==> src/rtl/mb_valid_pattern_generator.sv <==
// -----------------------------------------------------------------------------
// mb_valid_pattern_generator
//   Mainband TX valid-lane generator. Sends VALTRAIN bursts of 32'hF0F0_F0F0
//   (one 8-UI iteration per byte, bit 0 = first UI) for valid-lane training, and
//   in mission mode marks each data-valid frame with the same pattern.
//
// Ports
//   i_clk, i_rst_n        clock, asynchronous active-low reset
//   i_enable_generator    start/hold a burst; low aborts or releases it
//   i_enable_128          mode {cons,128}=01 -> ITER_128 burst
//   i_enable_cons         mode {cons,128}=10 -> CONSEC_16 burst (00/11 invalid)
//   i_data_valid          mission-mode frame valid (honoured only in IDLE)
//   o_TVLD_L[31:0]        TX valid-lane word (registered)
//   o_busy                burst in progress (registered)
//   o_done                burst complete, held until enable drops (registered)
//
// Optional macro VALID_ERR_INJECT_EN adds i_inject_err / i_inject_bit[4:0]:
//   a pulse in SEND flips one bit of the next pattern word only.
// -----------------------------------------------------------------------------
module mb_valid_pattern_generator #(
  parameter int unsigned ITER_128_CNT  = 128,
  parameter int unsigned ITER_CONS_CNT = 16
) (
  input  logic        i_clk,
  input  logic        i_rst_n,
  input  logic        i_enable_generator,
  input  logic        i_enable_128,
  input  logic        i_enable_cons,
  input  logic        i_data_valid,
`ifdef VALID_ERR_INJECT_EN
  input  logic        i_inject_err,
  input  logic [4:0]  i_inject_bit,
`endif
  output logic [31:0] o_TVLD_L,
  output logic        o_busy,
  output logic        o_done
);

  localparam int unsigned CNT_W  = 6;
  localparam int unsigned WORD_W = 32;
  localparam logic [WORD_W-1:0] VALID_PATTERN = 32'hF0F0_F0F0;
  localparam logic [1:0] MODE_128  = 2'b01;
  localparam logic [1:0] MODE_CONS = 2'b10;
  // Four 8-UI iterations fit in one 32-UI word.
  localparam logic [CNT_W-1:0] LAST_128  = CNT_W'(ITER_128_CNT / 4 - 1);
  localparam logic [CNT_W-1:0] LAST_CONS = CNT_W'(ITER_CONS_CNT / 4 - 1);

  typedef enum logic [1:0] {
    S_IDLE = 2'd0,
    S_SEND = 2'd1,
    S_DONE = 2'd2
  } state_t;

  state_t            r_state, w_state_nxt;
  logic [CNT_W-1:0]  r_cnt, w_cnt_nxt;
  logic [1:0]        r_mode, w_mode_nxt;
  logic [WORD_W-1:0] r_tvld, w_tvld_nxt;
  logic              r_busy, w_busy_nxt;
  logic              r_done, w_done_nxt;
  logic [1:0]        w_mode_in;
  logic              w_mode_ok;
  logic [CNT_W-1:0]  w_last;

`ifdef VALID_ERR_INJECT_EN
  logic              r_inj_pend, w_inj_pend_nxt;
  logic [4:0]        r_inj_bit, w_inj_bit_nxt;
`endif

  assign w_mode_in = {i_enable_cons, i_enable_128};
  assign w_mode_ok = (w_mode_in == MODE_128) || (w_mode_in == MODE_CONS);
  // Burst length follows the mode latched at burst start, not the live inputs.
  assign w_last    = (r_mode == MODE_CONS) ? LAST_CONS : LAST_128;

  // State and registered outputs.
  always_ff @(posedge i_clk or negedge i_rst_n) begin
    if (!i_rst_n) begin
      r_state <= S_IDLE;
      r_cnt   <= '0;
      r_mode  <= 2'b00;
      r_tvld  <= '0;
      r_busy  <= 1'b0;
      r_done  <= 1'b0;
`ifdef VALID_ERR_INJECT_EN
      r_inj_pend <= 1'b0;
      r_inj_bit  <= '0;
`endif
    end else begin
      r_state <= w_state_nxt;
      r_cnt   <= w_cnt_nxt;
      r_mode  <= w_mode_nxt;
      r_tvld  <= w_tvld_nxt;
      r_busy  <= w_busy_nxt;
      r_done  <= w_done_nxt;
`ifdef VALID_ERR_INJECT_EN
      r_inj_pend <= w_inj_pend_nxt;
      r_inj_bit  <= w_inj_bit_nxt;
`endif
    end
  end

  // Next-state and next-output logic.
  always_comb begin
    w_state_nxt = r_state;
    w_cnt_nxt   = r_cnt;
    w_mode_nxt  = r_mode;
    w_tvld_nxt  = '0;
    w_busy_nxt  = 1'b0;
    w_done_nxt  = 1'b0;
`ifdef VALID_ERR_INJECT_EN
    w_inj_pend_nxt = 1'b0;
    w_inj_bit_nxt  = r_inj_bit;
`endif
    unique case (r_state)
      S_IDLE: begin
        if (i_enable_generator && w_mode_ok) begin
          w_state_nxt = S_SEND;
          w_cnt_nxt   = '0;
          w_mode_nxt  = w_mode_in;
        end else begin
          w_tvld_nxt = i_data_valid ? VALID_PATTERN : '0;
        end
      end
      S_SEND: begin
        if (!i_enable_generator) begin
          // Abort: back to IDLE with no done indication.
          w_state_nxt = S_IDLE;
          w_cnt_nxt   = '0;
        end else begin
          w_tvld_nxt = VALID_PATTERN;
          w_busy_nxt = 1'b1;
          w_cnt_nxt  = r_cnt + CNT_W'(1);
`ifdef VALID_ERR_INJECT_EN
          if (r_inj_pend) begin
            w_tvld_nxt = VALID_PATTERN ^ (WORD_W'(1) << r_inj_bit);
          end else if (i_inject_err) begin
            w_inj_pend_nxt = 1'b1;
            w_inj_bit_nxt  = i_inject_bit;
          end
`endif
          if (r_cnt == w_last) begin
            w_state_nxt = S_DONE;
            w_cnt_nxt   = '0;
`ifdef VALID_ERR_INJECT_EN
            w_inj_pend_nxt = 1'b0;
`endif
          end
        end
      end
      S_DONE: begin
        if (!i_enable_generator) begin
          w_state_nxt = S_IDLE;
        end else begin
          w_done_nxt = 1'b1;
        end
      end
      default: begin
        w_state_nxt = S_IDLE;
        w_cnt_nxt   = '0;
      end
    endcase
  end

  assign o_TVLD_L = r_tvld;
  assign o_busy   = r_busy;
  assign o_done   = r_done;

endmodule

==> config.mk <==
export PLATFORM = sky130hd
export DESIGN_NAME = mb_valid_pattern_generator
export DESIGN_NICKNAME = d
export VERILOG_FILES = /design/src/rtl/mb_valid_pattern_generator.sv
export SDC_FILE = /design/constraint.sdc
export NUM_CORES = 1
export LEC_CHECK = 0
export BUFFER_PORTS_ARGS = -buffer_cell sky130_fd_sc_hd__buf_4
export CAP_MARGIN = 20
export CORE_ASPECT_RATIO = 0.5
export CORE_MARGIN = 8
export CORE_UTILIZATION = 25
export CTS_CLUSTER_DIAMETER = 40
export DETAILED_ROUTE_END_ITERATION = 7
export PLACE_DENSITY = 0.51
export REMOVE_ABC_BUFFERS = 1
export SLEW_MARGIN = 25
export SYNTH_ARGS = -nofsm -noshare
export SYNTH_HDL_FRONTEND = slang
export SYNTH_SLANG_ARGS = --single-unit
==> constraint.sdc <==
create_clock -name i_clk -period 1.6 [get_ports i_clk]
set_input_delay 0.08 -clock i_clk [delete_from_list [all_inputs] [get_ports i_clk]]
set_output_delay 0.08 -clock i_clk [all_outputs]
set_load 0.02 [all_outputs]
* Yosys cells after proc, flatten, opt, wreduce, memory -nomap -nowiden *
Index checks and enable logic that the tools add are counted.

word-level totals
  latch bits = 0
  RAM bits = 0
  memories kept = 0
  logic and storage cells = 40
  output and inout port bits = 34
  register bits after elaboration = 44
  input bits = 6
  ROM bits = 0

cells by class
  bitwise gates (word level) = 1
  equality and inequality tests = 9
  $add $sub $neg = 1
  order comparisons = 0
  mux-type cells = 17
  shifts and indexed selects = 0
  div/mod/pow operators = 0
  reductions and logical operators = 6
  multiply operators = 0

operators with widths
  operator                                                               number
  32-bit 2-to-1 mux                                                      3
  32-bit case mux with 2 select lines                                    1
  6-bit 2-to-1 mux                                                       3
  6-bit case mux with 3 select lines                                     1
  2-bit 2-to-1 mux                                                       4
  6-bit by 1-bit adder with 6-bit output, second input constant          1
  2-bit equality test, second input constant                             3
  6-bit by 5-bit equality test with 1-bit output                         1
  2-bit case mux with 3 select lines                                     1
  5-bit 2-to-1 mux                                                       1
  2-bit by 1-bit equality test with 1-bit output, second input constant  2
  2-bit inequality test, second input constant                           2
  2-bit AND reduction                                                    2
  1-bit 2-to-1 mux                                                       3
  3-bit inequality test, second input constant                           1
  3-bit AND reduction                                                    1
  2-bit logical NOT                                                      1
  1-bit logical AND                                                      1
  1-bit logical OR                                                       1
  1-bit NOT                                                              1

* Logic depth before layout (Yosys ltp) *
Gate-level depths: netlist of run 1.

  depth after elaboration = 6
  depth in mapped cells = 6

* Worst setup path before layout of run 1 *
Ideal clock, no wire load.

  path kind = reg-to-reg
  start point = register r_cnt[0]
  end point = register r_state[1]
  arrival time = 1.345 ns
  stages on the path, launching flop included = 7
  buffers on the path = 1
  path slack = 0.137 ns
  data required time = 1.482 ns
  setup time = 0.118 ns
  path through = dfrtp_1 > ha_1 > nand2b_1 > o31ai_4 > or2_1 > buf_6 > a21o_1

on the way
  word-level cells in the longest chain between the ends = 3

RTL lines
  what                                            RTL line  RTL
  from (decl)                                     55        logic [CNT_W-1:0] r_cnt, w_cnt_nxt;
  from (signal assigned)                          89        r_cnt <= w_cnt_nxt;
  6-bit by 5-bit equality test with 1-bit output  140       if (r_cnt == w_last) begin
  3-bit inequality test (no line)                 n/a
  3-bit AND reduction (no line)                   n/a
  to (signal assigned)                            88        r_state <= w_state_nxt;
  to (decl)                                       54        state_t r_state, w_state_nxt;

No other way between the ends.
A chain may end at the register's enable or synchronous reset.

* Worst setup path in the final report of run 1 *
  start point = register r_cnt[1]
  end point = register r_cnt[3]

on the way
  word-level cells in the longest chain between the ends = 4
  elaborated cells between the ends (all ways) = 5

RTL lines
  what                                                                                                      RTL line  RTL
  6-bit by 1-bit adder with 6-bit output or 6-bit by 5-bit equality test with 1-bit output (tied branches)  131, 140
  6-bit 2-to-1 mux (*)                                                                                      140
  6-bit 2-to-1 mux (*)                                                                                      124       if (!i_enable_generator) begin
  6-bit case mux with 3 select lines (*)                                                                    113       unique case (r_state)

Mark *: on every way between the ends. The rest lies on a longest branch, timed or not.

==> results.json, run 1 <==
{
  "cp_data_required_time_ps": 1760,
  "netlist_instances": 94,
  "slew_violations": 0,
  "yosysTopAreaCellShare_pct": 36.3,
  "holdCritPathClass": "primary input to flip-flop",
  "worstPathArrival_ps": 1670,
  "post-route-drc-count": 0,
  "grt_setup_unrepaired": "no",
  "grtUsageTotal_pct": 6.01,
  "crit_fanout": 3,
  "ys_top_cells_by_area": "dfrtp_1 (36%), buf_4 (26%), nand2_1 (2.9%)",
  "ys_seq_elements": 13,
  "clock_path_buffers": 2,
  "ant_nets": 0,
  "clock-sinks": 13,
  "place.gp.congestion": 0.788,
  "critPathLaunchType": "flip-flop",
  "hold_ws_ps": 42.6,
  "antenna_found_initial": 0,
  "synth.avg_cell_area_um2": 9.54,
  "status": "completed",
  "fin_cells": 159,
  "floorplan.rows": 15,
  "n_antenna_cell": 0,
  "drive_gt1_share_pct": 35.2,
  "worst-r2r-setup-slack_ps": 90,
  "dr.pass1.iters": 4,
  "pwr-share-seq_pct": 29.9,
  "die_x_um": 101,
  "period_share_pct": 94.1,
  "die-area_um2": 5880,
  "via_per_inst": 3.58,
  "syn2layout_area_growth_pct": 13.9,
  "path_cells": "ha_1, nand2b_1, o31ai_4, buf_4, or3_1, o211ai_2",
  "grt_pass1_wl_mm": 2.74,
  "layout_common_cells": "buf_4 (27), conb_1 (16), dfrtp_1 (13)",
  "cts_tree": "built",
  "yosys_warnings": 0,
  "wl_mm": 1.79,
  "sw_frac_of_total_pct": 42.5,
  "clock-root-buffer": "clkbuf_8",
  "gr-total-overflow": 0,
  "fin_crit_ps": 1510,
  "critical_path.slowest_cell": "dfrtp_1",
  "grt_max_degree": 17,
  "p_comb_share_pct": 53.3,
  "path_class": "flip-flop to flip-flop",
  "ys_seq_area_share_pct": 36.3,
  "io_pins": 40,
  "finClkSkew_ps": 7.17,
  "endpoint_kind": "flip-flop",
  "cpPeakStageDelay_ps": 390,
  "maxCapViolCount": 0,
  "dp_cells": 154,
  "final_nets": 116,
  "hold_viol": 0,
  "p_clk_share_pct": 16.7,
  "die_h_um": 58.4,
  "netlist_area_um2": 897,
  "p_int_uw": 994,
  "clkTransAtPathRegs_ps": 60,
  "setup_viol": 0,
  "final_common_cell": "buf_4",
  "initialDrtViolationCount": 29,
  "routedWlPerCell_um": 11.3,
  "irDropWorstVdd_v": 0.000346,
  "final.setup.tns_ps": 0,
  "portBuffers": 23,
  "yosysUniqueCellTypes": 30,
  "grt_pass1_vias": 579,
  "yosysTopAreaCell": "dfrtp_1",
  "core_area_um2": 3430,
  "vias": 570,
  "power_switching_uw": 735,
  "htreeDepth": 1,
  "clock_latency_ps": 240,
  "final_core_util_pct": 29.8,
  "cts_made_buffers": 3,
  "dp.final_hpwl_mm": 1.42,
  "initial_core_util_pct": 26.1,
  "fmax_mhz": 664,
  "power.leakage_nw": 0.506,
  "p_per_area_nw_per_um2": 1690
}
path summary, 6_finish.rpt:
kind                                        startpoint                endpoint  cells past startpoint
worst min register to register  r_state[1]$_DFFE_PN0P_  o_TVLD_L[30]$_DFF_PN0_                      1
worst min-delay path                     i_enable_cons   r_mode[0]$_DFFE_PN0P_                      2
worst max register to register    r_cnt[1]$_DFFE_PN0P_    r_cnt[3]$_DFFE_PN0P_                      6
max in group asynchronous                      i_rst_n    r_cnt[0]$_DFFE_PN0P_                      2
worst max-delay path              r_cnt[1]$_DFFE_PN0P_    r_cnt[3]$_DFFE_PN0P_                      6
min in group asynchronous                      i_rst_n   r_mode[0]$_DFFE_PN0P_                      2
through the flow:
stage	cell area (um^2)	total power, mW	setup slack (ps)
2_1_floorplan	698	0.985	-673
3_3_place_gp	965	1.45	21.4
3_5_place_dp	965	1.45	1.56
4_1_cts	1020	1.76	82.2
5_1_grt	1020	1.85	32.9
6_report	1020	1.73	93.8
state kept, by name (all words and copies together) (netlist names):
| signal | cells |
|---|---|
| o_done | 1 |
| o_TVLD_L | 1 |
| r_cnt | 6 |
| r_state | 2 |
| o_busy | 1 |
| r_mode | 2 |
cell type report:
type	count	area (um^2)
Timing Repair Buffer	28	213
Fill cell	368	2410
Tap cell	51	63.8
Clock buffer	4	45.0
Sequential cell	13	325
Inverter	4	15.0
Multi-Input combinational cell	59	360
power groups by stage:
stage	logic [mW]	clock network (mW)	registers, mW
finish	0.922	0.289	0.518
global route	0.988	0.321	0.537
CTS	0.936	0.302	0.521
detailed placement	0.927	0	0.525
global placement	0.930	0	0.521
floorplan	0.257	0	0.728
worst max-delay path, delay by kind of cell, from the launching register on:
family	cells	cell delay, ps
DFF	1	390
AOI/OAI and AO/OA	2	170
buffers and inverters	1	140
adders and majority gates	1	210
and+or+nand+nor	2	510
Yosys cell counts (all sizes together):
master   n
conb     1
o21ai    6
nor2     3
or3      4
dfrtp   13
or2      2
ha       1
nor2b    1
o211ai   2
a21o     1
buf     33
a31oi    1
a21oi    2
xor2     1
o31ai    2
nand2    7
mux2     1
nor4bb   1
inv      4
and3b    1
a211oi   1
and2     1
mux2i    1
nand3    2
nand2b   2
timing repair:
item                                    in CTS  in global routing
setup buffers                                0                  0
hold buffers                                 1                  0
hold endpoints to repair                    13                  0
endpoints found under the setup margin       2                  0
resized for setup                            1                  0
metal layers:
metal / GRT usage, % / vias up / wire, um
met5: 0 / - / 0
met4: 3.19 / 0 / 27
met3: 2.94 / 2 / 135
met2: 8.61 / 25 / 815
met1: 7.24 / 252 / 811
li1: - / 291 / -
cells by family (layout without fill, tap and decap cells):
| kind of cell | after synthesis | in the layout | synth area share [%] |
|---|---|---|---|
| AOI/OAI and AO/OA | 15 | 15 | 13.5 |
| xor gates and xnor gates | 1 | 1 | 0.976 |
| adders and majority gates | 1 | 1 | 1.39 |
| buffers and inverters | 37 | 36 | 30.1 |
| DFF | 13 | 13 | 36.3 |
| muxes | 2 | 2 | 2.37 |
| other | 1 | 16 | 0.418 |
| and+or+nand+nor | 24 | 24 | 14.9 |
Power figures use the tool's default switching activity.
==> run 2, diff against run 1 <==
--- a/config.mk
+++ b/config.mk
@@ -7,12 +7,11 @@
 export LEC_CHECK = 0
 export BUFFER_PORTS_ARGS = -buffer_cell sky130_fd_sc_hd__buf_4
 export CAP_MARGIN = 20
-export CORE_ASPECT_RATIO = 0.5
 export CORE_MARGIN = 8
-export CORE_UTILIZATION = 25
+export CORE_UTILIZATION = 41
 export CTS_CLUSTER_DIAMETER = 40
 export DETAILED_ROUTE_END_ITERATION = 7
-export PLACE_DENSITY = 0.51
+export PLACE_DENSITY = 0.76
 export REMOVE_ABC_BUFFERS = 1
 export SLEW_MARGIN = 25
 export SYNTH_ARGS = -nofsm -noshare
==> run 2 against run 1 <==
Net effect: clock power is 27% lower; largest power group unchanged; die area shrank 33%; critical path type unchanged; critical path depth fell by 2; worst setup slack improved by 20 ps; via count up 6.5%; final cell count down 14%.
==> results.json, run 2 (synthesis results as in run 1) <==
{
  "irDropWorstVdd_v": 0.000964,
  "total_power_mw": 1.64,
  "status": "completed",
  "fmax_mhz": 673,
  "io_pins": 40,
  "postCtsSetupRepairBufs": 0,
  "final_common_cell": "buf_4",
  "worstPathArrival_ps": 1660,
  "grt_max_degree": 17,
  "path_class": "flip-flop to flip-flop",
  "initial_core_util_pct": 41.8,
  "portBuffers": 23,
  "core_area_um2": 2150,
  "largest_reg_flops": 6,
  "critical_path.slowest_cell": "dfrtp_1",
  "finClkSkew_ps": 4.44,
  "grt_setup_unrepaired": "no",
  "setup_viol": 0,
  "crit_fanout": 7,
  "place_ws_ps": -1.27,
  "initialDrtViolationCount": 7,
  "layout_common_cells": "buf_4 (27), conb_1 (16), dfrtp_1 (13)",
  "reg_top3": "r_cnt x6, r_mode x2, r_state x2",
  "clock_path_buffers": 2,
  "largest-register": "r_cnt",
  "vias": 607,
  "power.leakage_nw": 0.500,
  "critPathLaunchType": "flip-flop",
  "via_per_inst": 4.46,
  "dp.final_hpwl_mm": 1.37,
  "hold_viol": 0,
  "period_share_pct": 92.9,
  "die-area_um2": 3940,
  "cpPeakStageDelay_ps": 430,
  "fill_cells": 204,
  "place.gp.congestion": 0.781,
  "final_nets": 116,
  "die_x_um": 62.8,
  "clock_latency_ps": 280,
  "antenna_found_initial": 0,
  "die_h_um": 62.8,
  "dr.pass1.iters": 2,
  "n_antenna_cell": 0,
  "holdCritPathClass": "primary input to flip-flop",
  "cts_tree": "built",
  "clock-sinks": 13,
  "maxCapViolCount": 0,
  "floorplan.rows": 17,
  "drive_gt1_share_pct": 36.1,
  "ant_nets": 0,
  "slew_violations": 0,
  "fin_crit_ps": 1490,
  "clock-root-buffer": "clkbuf_4",
  "min_from": "i_enable_cons",
  "cts_made_buffers": 3,
  "hold_ws_ps": 11.9,
  "routedWlPerCell_um": 12.1,
  "setup_slack_ps": 114,
  "path_cells": "or3_4, o31ai_4, or2_4, o211ai_2",
  "grt_pass1_wl_mm": 2.82,
  "cp-startpoint": "r_cnt[4]$_DFFE_PN0P_",
  "gr-total-overflow": 0,
  "clkTransAtPathRegs_ps": 80,
  "rr_startpoint": "r_cnt[4]$_DFFE_PN0P_",
  "syn2layout_area_growth_pct": 9.34,
  "grt_pass1_vias": 651,
  "post-route-drc-count": 0,
  "wl_mm": 1.64,
  "grtUsageTotal_pct": 8.49,
  "final.setup.tns_ps": 0,
  "htreeDepth": 1,
  "p_per_area_nw_per_um2": 1670,
  "cp_data_required_time_ps": 1770,
  "endpoint_kind": "flip-flop",
  "final_core_util_pct": 45.7
}
-- run 2: power breakdown --
part / switching, mW / leakage [nW] / internal, mW / total [mW]
Sequential: 0.0952 / 0.172 / 0.418 / 0.513
Clock: 0.114 / 0.0150 / 0.0968 / 0.211
Combinational: 0.524 / 0.313 / 0.394 / 0.918
-- run 2: routing by layer --
layer  vias up  GRT usage [%]  wire length [um]
li1        292              -                 -
met1       284           8.79               662
met2        29           13.7               773
met3         2           4.48               182
met4         0           4.27                21
met5         -              0                 0
-- run 2: area by class of cell --
| type | instances | area [um^2] | share of cell area, % |
|---|---|---|---|
| clock buffer | 4 | 26.3 | 2.68 |
| multi-input combinational | 59 | 367 | 37.4 |
| inverter | 4 | 15.0 | 1.53 |
| tap | 28 | 35.0 | 3.57 |
| timing repair buffer | 28 | 213 | 21.7 |
| sequential | 13 | 325 | 33.2 |
-- run 2: stage by stage --
stage,cells,cell area (um^2)
3_5_place_dp,131,936
2_1_floorplan,76,698
4_1_cts,136,975
6_report,136,981
5_1_grt,136,981
3_3_place_gp,131,936
-- run 2: worst paths after layout --
check / to / slack, ps / depth (start not counted)
setup reg to reg: r_cnt[5]$_DFFE_PN0P_ / 110 / 4
hold reg to reg: o_TVLD_L[30]$_DFF_PN0_ / 500 / 1
max in group asynchronous: r_mode[0]$_DFFE_PN0P_ / 1280 / 2
min in group asynchronous: r_cnt[1]$_DFFE_PN0P_ / 160 / 2
setup / recovery: r_cnt[5]$_DFFE_PN0P_ / 110 / 4
hold / removal: r_mode[0]$_DFFE_PN0P_ / 10 / 2
-- run 2: repair_timing --
item                                    CTS  global route
endpoints found under the hold margin    13             0
endpoints found under the setup margin    4             3
hold buffers                              1             0
gates resized for setup                   1             1
-- run 2: critical path, delay by kind of cell, from the launching register on --
family	cells	cell delay [ps]
AND/OR/NAND/NOR	2	630
AO/OA/AOI/OAI	2	320
flip-flops	1	430
==> run 3, diff against run 2 <==
--- a/config.mk
+++ b/config.mk
@@ -13,6 +13,7 @@
 export DETAILED_ROUTE_END_ITERATION = 7
 export PLACE_DENSITY = 0.76
 export REMOVE_ABC_BUFFERS = 1
+export SETUP_SLACK_MARGIN = 0.2
 export SLEW_MARGIN = 25
 export SYNTH_ARGS = -nofsm -noshare
 export SYNTH_HDL_FRONTEND = slang
==> run 3 against run 2 <==
Net effect: core utilization grew 3.6 points; sequential power grew 2%; sequential share of layout area shrank 2.2 points; die area is the same; count of clock-buffer cells in the layout is the same; critical path type unchanged; combinational power grew 6.8%; maximum frequency grew 3.5%; non-clock buffer count grew 4; critical path depth is the same; final cell count grew 2.9%; clock skew grew 3.0 ps; power grew 4.3%.
==> results.json, run 3 (synthesis results as in run 1) <==
{
  "die_x_um": 62.8,
  "vias": 629,
  "reg_top3": "r_cnt x6, r_mode x2, r_state x2",
  "hold_ws_ps": 13.4,
  "floorplan.rows": 17,
  "post-route-drc-count": 0,
  "largest-register": "r_cnt",
  "portBuffers": 23,
  "grt_setup_unrepaired": "yes",
  "final_common_cell": "buf_4",
  "fmax_mhz": 696,
  "fin_cells": 140,
  "place.gp.congestion": 0.781,
  "largest_reg_flops": 6,
  "grtUsageTotal_pct": 9.41,
  "ant_nets": 0,
  "rr_startpoint": "r_cnt[4]$_DFFE_PN0P_",
  "grt_pass1_vias": 703,
  "clock_path_buffers": 2,
  "crit_fanout": 7,
  "fin_crit_ps": 1440,
  "final.setup.tns_ps": 0,
  "clock-sinks": 13,
  "dr.pass1.iters": 4,
  "period_share_pct": 89.8,
  "layout_common_cells": "buf_4 (31), conb_1 (16), dfrtp_1 (11)",
  "clock_latency_ps": 280,
  "cts_made_buffers": 3,
  "initialDrtViolationCount": 5,
  "hold_viol": 0,
  "clock-root-buffer": "clkbuf_4",
  "holdPathEnd": "r_mode[0]$_DFFE_PN0P_",
  "routedWlPerCell_um": 12.7,
  "htreeDepth": 1,
  "power.leakage_nw": 0.517,
  "critical_path.slowest_cell": "or3_4",
  "n_antenna_cell": 0,
  "via_per_inst": 4.49,
  "path_class": "flip-flop to flip-flop",
  "clkTransAtPathRegs_ps": 80,
  "worst-r2r-setup-slack_ps": 160,
  "endpoint_kind": "flip-flop",
  "antenna_found_initial": 0,
  "die_h_um": 62.8,
  "gr-total-overflow": 0,
  "final_nets": 120,
  "holdCritPathClass": "primary input to flip-flop",
  "critPathLaunchType": "flip-flop",
  "cp_data_required_time_ps": 1770,
  "initial_core_util_pct": 41.8,
  "cts_tree": "built",
  "total_power_mw": 1.71,
  "min_from": "i_enable_cons",
  "syn2layout_area_growth_pct": 18.0,
  "die-area_um2": 3940,
  "cpPeakStageDelay_ps": 400,
  "worstPathArrival_ps": 1610,
  "core_area_um2": 2150,
  "grt_max_degree": 17,
  "r2r_cells": 4,
  "maxCapViolCount": 0,
  "path_cells": "or3_4, o31ai_4, or2_4, o211ai_2",
  "wl_mm": 1.77,
  "status": "completed",
  "finClkSkew_ps": 7.48,
  "irDropWorstVdd_v": 0.000956,
  "slew_violations": 0,
  "whs_path_depth": 2,
  "drive_gt1_share_pct": 44.6,
  "dp.final_hpwl_mm": 1.37,
  "grt_pass1_wl_mm": 3.06,
  "setup_viol": 0,
  "dp_cells": 131,
  "rr_endpoint": "r_cnt[5]$_DFFE_PN0P_",
  "io_pins": 40,
  "p_per_area_nw_per_um2": 1620
}
-- run 3: cell types whose count changed in the layout (fill, tap and decap cells not counted), sizes merged --
cell	before	now
buf	27	31
-- run 3: layout make-up --
type | instances | area, um^2
multi-input cells | 59 | 412
fillers | 200 | 1090
flip-flops and latches | 13 | 328
inverters | 4 | 15.0
repair buffers | 32 | 243
well taps | 28 | 35.0
clock buffers | 4 | 26.3
-- run 3: timing repair --
action                                 in CTS  in global routing
setup endpoints to repair                   7                  9
endpoints found under the hold margin      13                  0
setup buffers                               4                  0
resized for setup                          10                  3
hold buffers                                1                  0
pin swaps                                   4                  3
-- run 3: worst max path at each step --
stage | from | end | slack [ps] | cells after the start
after floorplan | o_TVLD_L[30]$_DFF_PN0_ | o_TVLD_L[12] | -670 | 0
after global placement | r_cnt[4]$_DFFE_PN0P_ | r_cnt[5]$_DFFE_PN0P_ | 80 | 4
after detailed placement | r_cnt[1]$_DFFE_PN0P_ | r_cnt[5]$_DFFE_PN0P_ | -1 | 5
after CTS | r_cnt[4]$_DFFE_PN0P_ | r_cnt[5]$_DFFE_PN0P_ | 180 | 4
after global routing | r_cnt[4]$_DFFE_PN0P_ | r_cnt[3]$_DFFE_PN0P_ | 110 | 4
final | r_cnt[4]$_DFFE_PN0P_ | r_cnt[5]$_DFFE_PN0P_ | 160 | 4
-- run 3: report_power, final --
| group | switching [mW] | internal [mW] | leakage [nW] |
|---|---|---|---|
| logic | 0.546 | 0.434 | 0.333 |
| clock network | 0.111 | 0.0968 | 0.0150 |
| registers | 0.104 | 0.421 | 0.169 |
-- run 3: routing by layer --
layer,global-route usage [%],up-vias,part of all wire [%]
met5,0,-,0
met4,4.27,0,1.2
met3,4.84,2,11
met2,16.2,31,50
met1,9.21,296,37
li1,-,300,-
-- run 3: stage by stage --
step                util [%]  setup WS, ps  area [um^2]
floorplan                  -          -673          698
global placement        43.6          81.0          936
detailed placement      43.6         -1.27          936
CTS                     49.1           176         1050
global route            49.3           109         1060
finish                  49.3           164         1060
-- run 3: critical path: cells and delay by family, from the launching register on --
kind,cells,cell delay (ps)
flip-flops,1,390
AND/OR/NAND/NOR,2,620
AO/OA/AOI/OAI,2,310
